`config.mk`:
```
export PLATFORM = sky130hd
export DESIGN_NAME = mem_access_unit
export DESIGN_NICKNAME = d
export VERILOG_FILES = /design/src/rtl/mem_access_unit_pkg.sv /design/src/rtl/mem_align.sv /design/src/rtl/mem_access_unit.sv
export SDC_FILE = /design/constraint.sdc
export NUM_CORES = 1
export LEC_CHECK = 0
export ABC_AREA = 1
export ABC_CLOCK_PERIOD_IN_PS = 1800
export BUFFER_PORTS_ARGS = -buffer_cell sky130_fd_sc_hd__buf_2
export CAP_MARGIN = 20
export CORE_MARGIN = 2
export CORE_UTILIZATION = 43
export DETAILED_ROUTE_END_ITERATION = 16
export PLACE_DENSITY = 0.77
export SYNTH_ARGS = -nofsm -noshare
export SYNTH_HDL_FRONTEND = slang
export SYNTH_HIERARCHICAL = 1
export SYNTH_SLANG_ARGS = --single-unit
```
`constraint.sdc`:
```
create_clock -name clk -period 1.8 [get_ports clk]
set_input_delay 0.36 -clock clk [delete_from_list [all_inputs] [get_ports clk]]
set_output_delay 0.36 -clock clk [all_outputs]
set_load 0.05 [all_outputs]
```
`src/rtl/mem_access_unit_pkg.sv`:
```
// Shared types for the MEM-stage access unit: funct3 encodings, FSM state and
// the registered dcache request bundle.
package mem_access_unit_pkg;

  typedef enum logic [2:0] {
    lb  = 3'b000,
    lh  = 3'b001,
    lw  = 3'b010,
    lbu = 3'b100,
    lhu = 3'b101
  } load_funct3_t;

  typedef enum logic [2:0] {
    sb = 3'b000,
    sh = 3'b001,
    sw = 3'b010
  } store_funct3_t;

  typedef enum logic [1:0] {
    IDLE = 2'd0,
    REQ  = 2'd1,
    DONE = 2'd2
  } mau_state_t;

  // Access size is funct3[1:0] for both loads and stores.
  typedef enum logic [1:0] {
    SZ_B = 2'b00,
    SZ_H = 2'b01,
    SZ_W = 2'b10
  } acc_size_t;

  typedef struct packed {
    logic        rd;
    logic        wr;
    logic [31:0] addr;
    logic [3:0]  mbe;
    logic [31:0] wdata;
  } dreq_t;

endpackage

```
`src/rtl/mem_align.sv`:
```
// Combinational byte-lane alignment: access size + low address bits give the
// byte enables, the lane-shifted store data and the misalignment flag.
module mem_align
  import mem_access_unit_pkg::*;
(
  input  logic [1:0]  size_i,
  input  logic [1:0]  addr_lo_i,
  input  logic [31:0] store_data_i,
  output logic [3:0]  mbe_o,
  output logic [31:0] wdata_o,
  output logic        misalign_o
);

  always_comb begin
    mbe_o      = 4'b1111;
    misalign_o = 1'b0;
    case (size_i)
      SZ_B: mbe_o = 4'b0001 << addr_lo_i;
      SZ_H: begin
        mbe_o      = 4'b0011 << {addr_lo_i[1], 1'b0};
        misalign_o = addr_lo_i[0];
      end
      SZ_W: misalign_o = (addr_lo_i != 2'b00);
      default: ;
    endcase
  end

  // Stores always shift by the byte offset; the enables select the live lanes.
  assign wdata_o = store_data_i << {addr_lo_i, 3'b000};

endmodule

```
`src/rtl/mem_access_unit.sv`:
```
// MEM-stage data access: issues one outstanding dcache request per
// instruction, stalls until the response, and captures the raw load word.
module mem_access_unit
  import mem_access_unit_pkg::*;
#(
  parameter int MAX_WAIT = 255,
  parameter int WAIT_W   = $clog2(MAX_WAIT + 1)
) (
  input  logic        clk,
  input  logic        rst,
  input  logic        valid_i,
  input  logic        mem_read_i,
  input  logic        mem_write_i,
  input  logic [2:0]  funct3_i,
  input  logic [31:0] addr_i,
  input  logic [31:0] store_data_i,
  input  logic        pipe_advance_i,
  output logic        data_read_o,
  output logic        data_write_o,
  output logic [31:0] data_addr_o,
  output logic [3:0]  data_mbe_o,
  output logic [31:0] data_wdata_o,
  input  logic        data_resp_i,
  input  logic [31:0] data_rdata_i,
  output logic        stall_o,
  output logic [31:0] load_data_o,
  output logic        misalign_o,
  output logic        timeout_o
);

  mau_state_t        state_q, state_d;
  dreq_t             req_q, req_d;
  logic [WAIT_W-1:0] cnt_q, cnt_d;
  logic              timeout_q, timeout_d;
  logic [31:0]       load_q, load_d;

  logic [3:0]  mbe;
  logic [31:0] wdata;
  logic        mis;
  logic        any_op;
  logic        mem_op;

  mem_align u_align (
    .size_i       (funct3_i[1:0]),
    .addr_lo_i    (addr_i[1:0]),
    .store_data_i (store_data_i),
    .mbe_o        (mbe),
    .wdata_o      (wdata),
    .misalign_o   (mis)
  );

  assign any_op = valid_i & (mem_read_i | mem_write_i);
  assign mem_op = any_op & ~mis;

  always_comb begin
    state_d    = state_q;
    req_d      = req_q;
    cnt_d      = cnt_q;
    timeout_d  = timeout_q;
    load_d     = load_q;
    stall_o    = 1'b0;
    misalign_o = 1'b0;
    case (state_q)
      IDLE: begin
        misalign_o = any_op & mis;
        if (mem_op) begin
          // Read+write together is resolved as a write.
          req_d.rd    = mem_read_i & ~mem_write_i;
          req_d.wr    = mem_write_i;
          req_d.addr  = {addr_i[31:2], 2'b00};
          req_d.mbe   = mbe;
          req_d.wdata = wdata;
          cnt_d       = '0;
          stall_o     = 1'b1;
          state_d     = REQ;
        end
      end
      REQ: begin
        stall_o = ~data_resp_i;
        if (data_resp_i) begin
          req_d.rd = 1'b0;
          req_d.wr = 1'b0;
          if (req_q.rd) load_d = data_rdata_i;
          cnt_d   = '0;
          state_d = pipe_advance_i ? IDLE : DONE;
        end else begin
          if (cnt_q != WAIT_W'(MAX_WAIT)) cnt_d = cnt_q + 1'b1;
          if (cnt_d == WAIT_W'(MAX_WAIT)) timeout_d = 1'b1;
        end
      end
      DONE: begin
        // Same instruction still sits in MEM; wait for it to leave.
        if (pipe_advance_i) state_d = IDLE;
      end
      default: state_d = IDLE;
    endcase
  end

  always_ff @(posedge clk) begin
    if (rst) begin
      state_q   <= IDLE;
      req_q     <= '0;
      cnt_q     <= '0;
      timeout_q <= 1'b0;
      load_q    <= '0;
    end else begin
      state_q   <= state_d;
      req_q     <= req_d;
      cnt_q     <= cnt_d;
      timeout_q <= timeout_d;
      load_q    <= load_d;
    end
  end

  assign data_read_o  = req_q.rd;
  assign data_write_o = req_q.wr;
  assign data_addr_o  = req_q.addr;
  assign data_mbe_o   = req_q.mbe;
  assign data_wdata_o = req_q.wdata;
  assign load_data_o  = load_q;
  assign timeout_o    = timeout_q;

endmodule

```
[Yosys cells after proc, flatten, opt, wreduce, memory -nomap -nowiden]
Index checks and enable logic that the tools add are counted.
Storage, ports and cells
  output and inout bits: 105
  logic and storage cells: 59
  register bits: 111
Operators by class
  reduce and logical (&&, ||, !) cells: 10
  $add $sub $neg: 1
  shift-type cells: 3
  bitwise operators: 8
  mux-type cells: 19
  equal/unequal tests: 9
Operator list (count)
  $mux 70: 1
  $mux 8: 5
  $shl 32x5->32: 1
  $pmux 8 s2: 1
  $reduce_and 3->1: 4
  $mux 2: 5
  $add 8x1->8 const B: 1
  $eq 8x8->1 const B: 1
  $ne 8x8->1 const B: 1
  $pmux 4 s2: 1
  $ne 2x2->1 const B: 3
  $pmux 2 s3: 1
  $and 1x1->1: 4
  $eq 2x1->1 const B: 2
  $eq 2x2->1 const B: 2
  $logic_not 2->1: 2
  $pmux 1 s2: 2
  $pmux 2 s2: 1
  $reduce_and 2->1: 2
  $reduce_bool 2->1: 2
  $shl 1x2->4 const A: 1
  $shl 2x2->4 const A: 1
  $not 1->1: 3
  $mux 1: 2
  $or 1x1->1: 1

[Longest topological paths before layout]
Gate-level depths: netlist of run 1.
  depth after elaboration: 6
  mapped depth: 14

[Hierarchy]
The synthesis of run 1 kept the hierarchy.
By module, submodules not included
  mem_access_unit: area an instance 4204.0 um^2, cells an instance 551, instances 1
  mem_align: area an instance 804.5 um^2, cells an instance 180, instances 1

[Worst setup path before layout of run 1]
OpenSTA, ideal clock, no wires.
  path type: input to output
  from: in addr_i[0]
  to: out stall_o
  path buffers: 4
  required time: 1440 ps
  cell stages on the path: 11
  arrival: 1757 ps
  setup slack: -317 ps
  cell sequence: buf_6 -> buf_2 -> a21oi_1 -> nor2_1 -> inv_1 -> nand2_2 -> nor2_4 -> inv_2 -> buf_6 -> buf_6 -> nand2_1
On the way
  cells in the longest elaborated chain, start to end: 6
RTL lines
  from (decl): line mem_access_unit.sv:15  | input logic [31:0] addr_i,
  $reduce_bool 2->1: line mem_align.sv:23  | SZ_W: misalign_o = (addr_lo_i != 2'b00);
  $pmux 1 s2 (*): line mem_align.sv:17  | case (size_i)
  via mis: line mem_access_unit.sv:39  | logic mis;
  $not 1->1 (*): line mem_access_unit.sv:53  | assign mem_op = any_op & ~mis;
  $and 1x1->1 (*): line mem_access_unit.sv:53
  $mux 1 (*): line mem_access_unit.sv:66  | if (mem_op) begin
  $pmux 1 s2 (*): line mem_access_unit.sv:63  | case (state_q)
  to (decl): line mem_access_unit.sv:25  | output logic stall_o,
Mark *: on every way through the listed nets, which the timed path passes. The rest lies on a longest branch.

[Worst setup path after layout of run 1]
  from: in funct3_i[0]
  to: out misalign_o
On the way
  cells in the longest elaborated chain, start to end: 4
  elaborated cells on any way between the ends: 5
  those cells by class: eq/ne: 2; mux: 2; bitwise: 1
RTL lines
  from (decl): line mem_access_unit.sv:14  | input logic [2:0] funct3_i,
  $eq 2x2->1 or $eq 2x1->1 (tied branches): line mem_align.sv:17
  $pmux 1 s2 (*): line mem_align.sv:17
  via mis: line mem_access_unit.sv:39
  $and 1x1->1 (*): line mem_access_unit.sv:65  | misalign_o = any_op & mis;
  $mux 1 (*): line mem_access_unit.sv:63
  to (decl): line mem_access_unit.sv:27  | output logic misalign_o,
Marks and branches as above.

==> flow_metrics.py, run 1 <==
metrics = {
    "global_route": {
        "grt_pass1_wl_um": 22400,
        "grt_pass1_vias": 4666,
        "antenna_found_initial": 0,
        "grt_overflow": 0,
        "grt_max_degree": 100,
        "grt_usage_pct": 21.93,
    },
    "floorplanning": {
        "initial_utilization_pct": 44.05,
        "die-area_mm2": 0.01253,
        "rows": 39,
        "num_io_pins": 211,
        "fp.dieW_um": 111.9,
        "core_mm2": 0.01137,
        "die_h_um": 111.9,
    },
    "synth": {
        "synth_edf_count": 0,
        "synthesis.area_mm2": 0.005009,
        "synthFlopType": "dfxtp_1",
        "syn_inst": 731,
        "ys_ff_latch": 111,
        "ys_seq_area_share_pct": 44.37,
        "yosys.cell_types.count": 30,
        "yosys_warnings": 6,
        "synth_area_per_cell_um2": 6.852,
        "synth-async-reset-ratio_pct": 0,
    },
    "pwr": {
        "finalPower_mw": 6.162,
        "leakage_nw": 3.462,
        "ir_drop_v": 0.0006206,
        "power_density_mw_per_mm2": 933.6,
    },
    "drt": {
        "wl_per_cell_um": 12.67,
        "drtPass1Iterations": 5,
        "remaining_drc_errors": 0,
        "drt_first_iter_violations": 432,
        "num_vias": 5145,
        "drt-total-wl_um": 13690,
        "antenna_left": 0,
        "via_per_inst": 4.764,
    },
    "timing": {
        "fin_worst_skew_ns": 0.008432,
        "fin_crit_ns": 1.772,
        "grt_setup_unrepaired": "yes",
        "final_min_period_over_clock_period_pct": 98.44,
        "max_freq_mhz": 564.4,
        "finalSetupViolCount": 0,
        "slew_viol_final": 0,
        "hold_violations": 0,
    },
    "final_layout": {
        "mostFrequentLayoutCell": "nor2_1",
        "utilization_pct": 58.05,
        "num-fill-cells": 1147,
        "drive_gt1_share_pct": 30.10,
        "mostFrequentLayoutCells": "220 x nor2_1, 203 x buf_2, 125 x nand2_1",
        "antenna_cells": 0,
        "fin_nets": 1042,
        "syn_to_final_growth_pct": 31.78,
        "fin_cells": 1080,
    },
    "clock_network": {
        "numCtsBuffers": 9,
        "cts-root-buf": "clkbuf_16",
        "cts_buffer_depth": 2,
        "clock_latency_ns": 0.35,
        "hold_buffers": 0,
        "cts_htree_levels": 3,
        "clock_sinks": 111,
        "clkTransAtPathRegs_ns": 0.07,
        "cts_tree": "yes",
    },
    "job": {
        "drv_cap": 0,
    },
    "placed_design": {
        "port_buffers": 207,
        "dp_cells": 1061,
        "gp_congestion": 0.9019,
        "hpwlAfterDp_um": 9668,
    },
    "worst_setup_path": {
        "crit_path_end_kind": "output port",
        "reg2reg_setup_slack_ns": 0.20,
        "critPathMaxFanout": 2,
        "arrival_ns": 1.41,
        "required_ns": 1.44,
        "criticalPathCategory": "in2out",
        "start_kind": "input pin",
    },
    "status": {
        "outcome": "finished, final reports clean",
    },
    "worst_hold_path": {
        "hold_path_class": "in2reg",
    },
}
cell families after synthesis:
logic type	Yosys count	synth area share, %
adders and majority gates	4	0.9993
AOI/OAI and AO/OA	119	12.09
and+or+nand+nor	400	32.63
xor gates and xnor gates	2	0.3498
other	1	0.07487
buffers and inverters	94	9.493
DFF	111	44.37
cells in the mapped netlist, types with 2 or more instances:
cell	n	share of area, %
nor2_1	222	17
o21ai_0	83	8.3
nand2_4	2	0.45
a21oi_1	12	1.2
buf_4	4	0.60
inv_1	43	3.2
dfxtp_1	111	44
ha_1	4	1.0
clkbuf_1	14	1.0
buf_6	10	2.2
nand2_1	128	9.6
nor3_1	2	0.20
o21ai_1	21	2.1
nand2_2	2	0.25
inv_2	7	0.52
nand3_1	34	3.4
buf_2	13	1.3
nor2_4	5	1.1
inv_4	2	0.25
xnor2_1	2	0.35
path summary, 6_finish.rpt:
| kind | depth (start not counted) | from | to |
|---|---|---|---|
| setup / recovery | 9 | funct3_i[0] | misalign_o |
| hold / removal | 3 | addr_i[21] | data_addr_o[21] |
| setup reg to reg | 9 | state_q[1] | data_wdata_o[10] |
| hold reg to reg | 2 | timeout_o | timeout_o |
report_power, final:
| group | internal [mW] | leakage (nW) | switching [mW] | total (mW) |
|---|---|---|---|---|
| logic | 0.439 | 2.41 | 1.11 | 1.55 |
| clock network | 0.991 | 0.140 | 0.912 | 1.90 |
| registers | 2.62 | 0.908 | 0.0853 | 2.71 |
| total | 4.05 | 3.46 | 2.11 | 6.16 |
area by class of cell:
type | instances | area [um^2] | share of cell area, %
clock buffers | 11 | 242.7 | 3.678
clock inverters | 5 | 40.04 | 0.6066
inverters | 52 | 205.2 | 3.109
multi-input cells | 527 | 2396 | 36.30
flip-flops and latches | 111 | 2222 | 33.67
well taps | 143 | 178.9 | 2.711
repair buffers | 231 | 1315 | 19.92
worst max-delay path: stages:
cell	delay (ns)
buf_6	0.09
inv_4	0.04
ha_4	0.26
nand2_4	0.05
nor2_4	0.14
buf_6	0.11
nand2_2	0.05
nor2_2	0.13
buf_6	0.18
state kept, by name, summed over array words and instances (netlist names):
signal	flops
cnt_q	8
load_data_o	32
data_read_o	1
data_addr_o	30
data_write_o	1
data_wdata_o	32
data_mbe_o	4
state_q	2
timeout_o	1
timing repair:
item	in CTS	in global routing
pin swaps	6	6
setup buffers	2	1
setup endpoints to repair	2	2
gates resized for setup	18	10
metrics by stage:
step	area [um^2]	setup WS (ns)	hold WS [ns]	setup TNS [ns]
3_3_place_gp	6182	-0.2060	0.4475	-8.007
2_1_floorplan	5022	-0.1163	0.4291	-0.1163
6_report	6600	0.02811	0.2289	0
5_1_grt	6600	-0.01492	0.2315	-0.03523
3_5_place_dp	6182	-0.2169	0.4533	-10.82
4_1_cts	6546	0.00008360	0.2168	0
metal layers:
layer / vias to the layer above / GRT usage (%) / share of wire, %
li1: 2685 / - / -
met1: 2264 / 29.31 / 43
met2: 172 / 34.46 / 48
met3: 24 / 4.573 / 6.6
met4: 0 / 9.383 / 2.5
met5: - / 0 / 0
Power figures use the tool's default switching activity.
==> run 2, diff against run 1 <==
Settings changed: PLACE_DENSITY 0.77 to 0.75, RECOVER_POWER from default to 100.
==> run 2 against run 1 <==
Effect of this change:
- non-clock buffer count increased by 1
- first-iteration DRC count decreased by 34%
- power increased by 1.8%
- die area unchanged
- largest power group unchanged
- clock power increased by 8%
- largest cell class unchanged
- cell count about the same
- cell area decreased by 1.8%
- highest routed layer unchanged
- global-route usage increased by 0.16 points
==> flow_metrics.py, run 2 (synthesis results as in run 1) <==
metrics = {
    "floorplanning": {
        "num_io_pins": 211,
        "die_h_um": 111.9,
        "die-area_mm2": 0.01253,
        "rows": 39,
        "core_mm2": 0.01137,
        "fp.dieW_um": 111.9,
        "initial_utilization_pct": 44.05,
    },
    "drt": {
        "via_per_inst": 4.796,
        "antenna_left": 0,
        "drtPass1Iterations": 5,
        "drt-total-wl_um": 13990,
        "drt_first_iter_violations": 286,
        "remaining_drc_errors": 0,
        "num_vias": 5184,
        "wl_per_cell_um": 12.94,
    },
    "global_route": {
        "grt_overflow": 0,
        "grt_usage_pct": 22.08,
        "grt_max_degree": 67,
        "grt_pass1_vias": 4744,
        "grt_pass1_wl_um": 22540,
        "antenna_found_initial": 0,
    },
    "worst_setup_path": {
        "criticalPathCategory": "in2out",
        "reg2reg_setup_slack_ns": 0.27,
        "arrival_ns": 1.38,
        "start_kind": "input pin",
        "required_ns": 1.44,
        "worst-path-buf-inv": 5,
        "slowest_stage": "ha_4",
        "critical-path-top-delay-family": "buffers and inverters",
        "cp.depth": 11,
        "crit_path_end_kind": "output port",
        "critPathMaxFanout": 2,
        "crit_chain": "buf_4 -> inv_4 -> ha_4 -> a21oi_4 -> nor2_4 -> inv_2 -> nand2_4 -> nor2_4 -> inv_2 -> nand2_4 -> buf_8",
        "r2r_cells": 9,
        "slowest_delay_ns": 0.16,
    },
    "final_layout": {
        "mostFrequentLayoutCells": "220 x nor2_1, 125 x nand2_1, 110 x dfxtp_1",
        "fin_nets": 1043,
        "stdcell_area_mm2": 0.006484,
        "mostFrequentLayoutCell": "nor2_1",
        "syn_to_final_growth_pct": 29.45,
        "drive_gt1_share_pct": 19.51,
        "antenna_cells": 0,
    },
    "timing": {
        "fin_crit_ns": 1.737,
        "grt_setup_unrepaired": "no",
        "finalSetupViolCount": 0,
        "fin_worst_skew_ns": 0.006438,
        "relSlewSlack_pct": 54.53,
        "max_freq_mhz": 575.6,
        "worst_pin_slew_ns": 0.6850,
        "final_min_period_over_clock_period_pct": 96.51,
        "hold_ws_ns": 0.2289,
        "slew_viol_final": 0,
        "hold_violations": 0,
    },
    "pwr": {
        "leakage_nw": 3.053,
        "power_density_mw_per_mm2": 967.7,
        "ir_drop_v": 0.0006572,
    },
    "placed_design": {
        "place_area_mm2": 0.006195,
        "gp_congestion": 0.8365,
        "port_buffers": 207,
        "hpwlAfterDp_um": 10040,
    },
    "clock_network": {
        "numCtsBuffers": 9,
        "cts_tree": "yes",
        "cts_buffer_depth": 2,
        "cts_htree_levels": 3,
        "cts-root-buf": "clkbuf_16",
        "clkTransAtPathRegs_ns": 0.07,
        "clock_latency_ns": 0.35,
        "hold_buffers": 0,
        "clock_sinks": 111,
    },
    "worst_hold_path": {
        "holdPathStages": 3,
        "hold_path_class": "in2reg",
    },
    "job": {
        "drv_cap": 0,
    },
    "status": {
        "outcome": "finished, final reports clean",
    },
}
==> run 2: cell types whose count changed in the layout (fill, tap and decap cells not counted), sizes merged <==
| cell | previous run | this run |
|---|---|---|
| buf | 231 | 125 |
| bufinv | 0 | 1 |
| clkbuf | 11 | 118 |
| clkinv | 3 | 1 |
| clkinvlp | 0 | 1 |
==> run 2: through the flow <==
stage	instances	power, mW	utilization, %	TNS (ns)	setup slack, ns
floorplan	732	3.846	-	-0.1163	-0.1163
global placement	1061	4.261	54.48	-6.866	-0.1603
detailed placement	1061	4.271	54.48	-9.073	-0.2039
CTS	1081	6.353	57.74	0	0.001287
global route	1081	6.561	57.03	0	0.006066
finish	1081	6.274	57.03	0	0.06276
==> run 2: cell type report <==
type / count / area [um^2]
multi-input combinational: 527 / 2381
clock buffer: 11 / 242.7
sequential: 111 / 2223
timing repair buffer: 232 / 1191
tap: 143 / 178.9
inverter: 52 / 202.7
clock inverter: 5 / 63.81
fill: 1180 / 4886
==> run 2: routing by layer <==
metal	track usage (%)	up-vias	share of wire, %
li1	-	2683	-
met1	28.11	2338	45
met5	0	-	0
met3	6.859	4	6.2
met2	37.13	159	48
met4	4.527	0	0.46
==> run 2: where the power goes <==
group / switching [mW] / internal, mW / leakage (nW) / total [mW]
clock network: 0.924 / 1.13 / 0.147 / 2.06
logic: 1.12 / 0.391 / 2.00 / 1.51
registers: 0.0888 / 2.62 / 0.909 / 2.71
==> run 2: timing repair <==
item                                    in CTS  in global routing
setup buffers                                5                  0
resized for setup                            9                 14
endpoints found under the setup margin       2                 10
pin swaps                                    5                  3
==> run 2: final timing paths <==
| kind | startpoint | endpoint |
|---|---|---|
| min | addr_i[11] | data_addr_o[11] |
| min reg2reg | timeout_o | timeout_o |
| max reg2reg | cnt_q[0] | timeout_o |
| max | funct3_i[1] | stall_o |
==> run 2: tightest hold or removal path: cells and delay by family <==
family	cells	cell delay, ns
buf+inv	1	0.07
simple gates	2	0.11
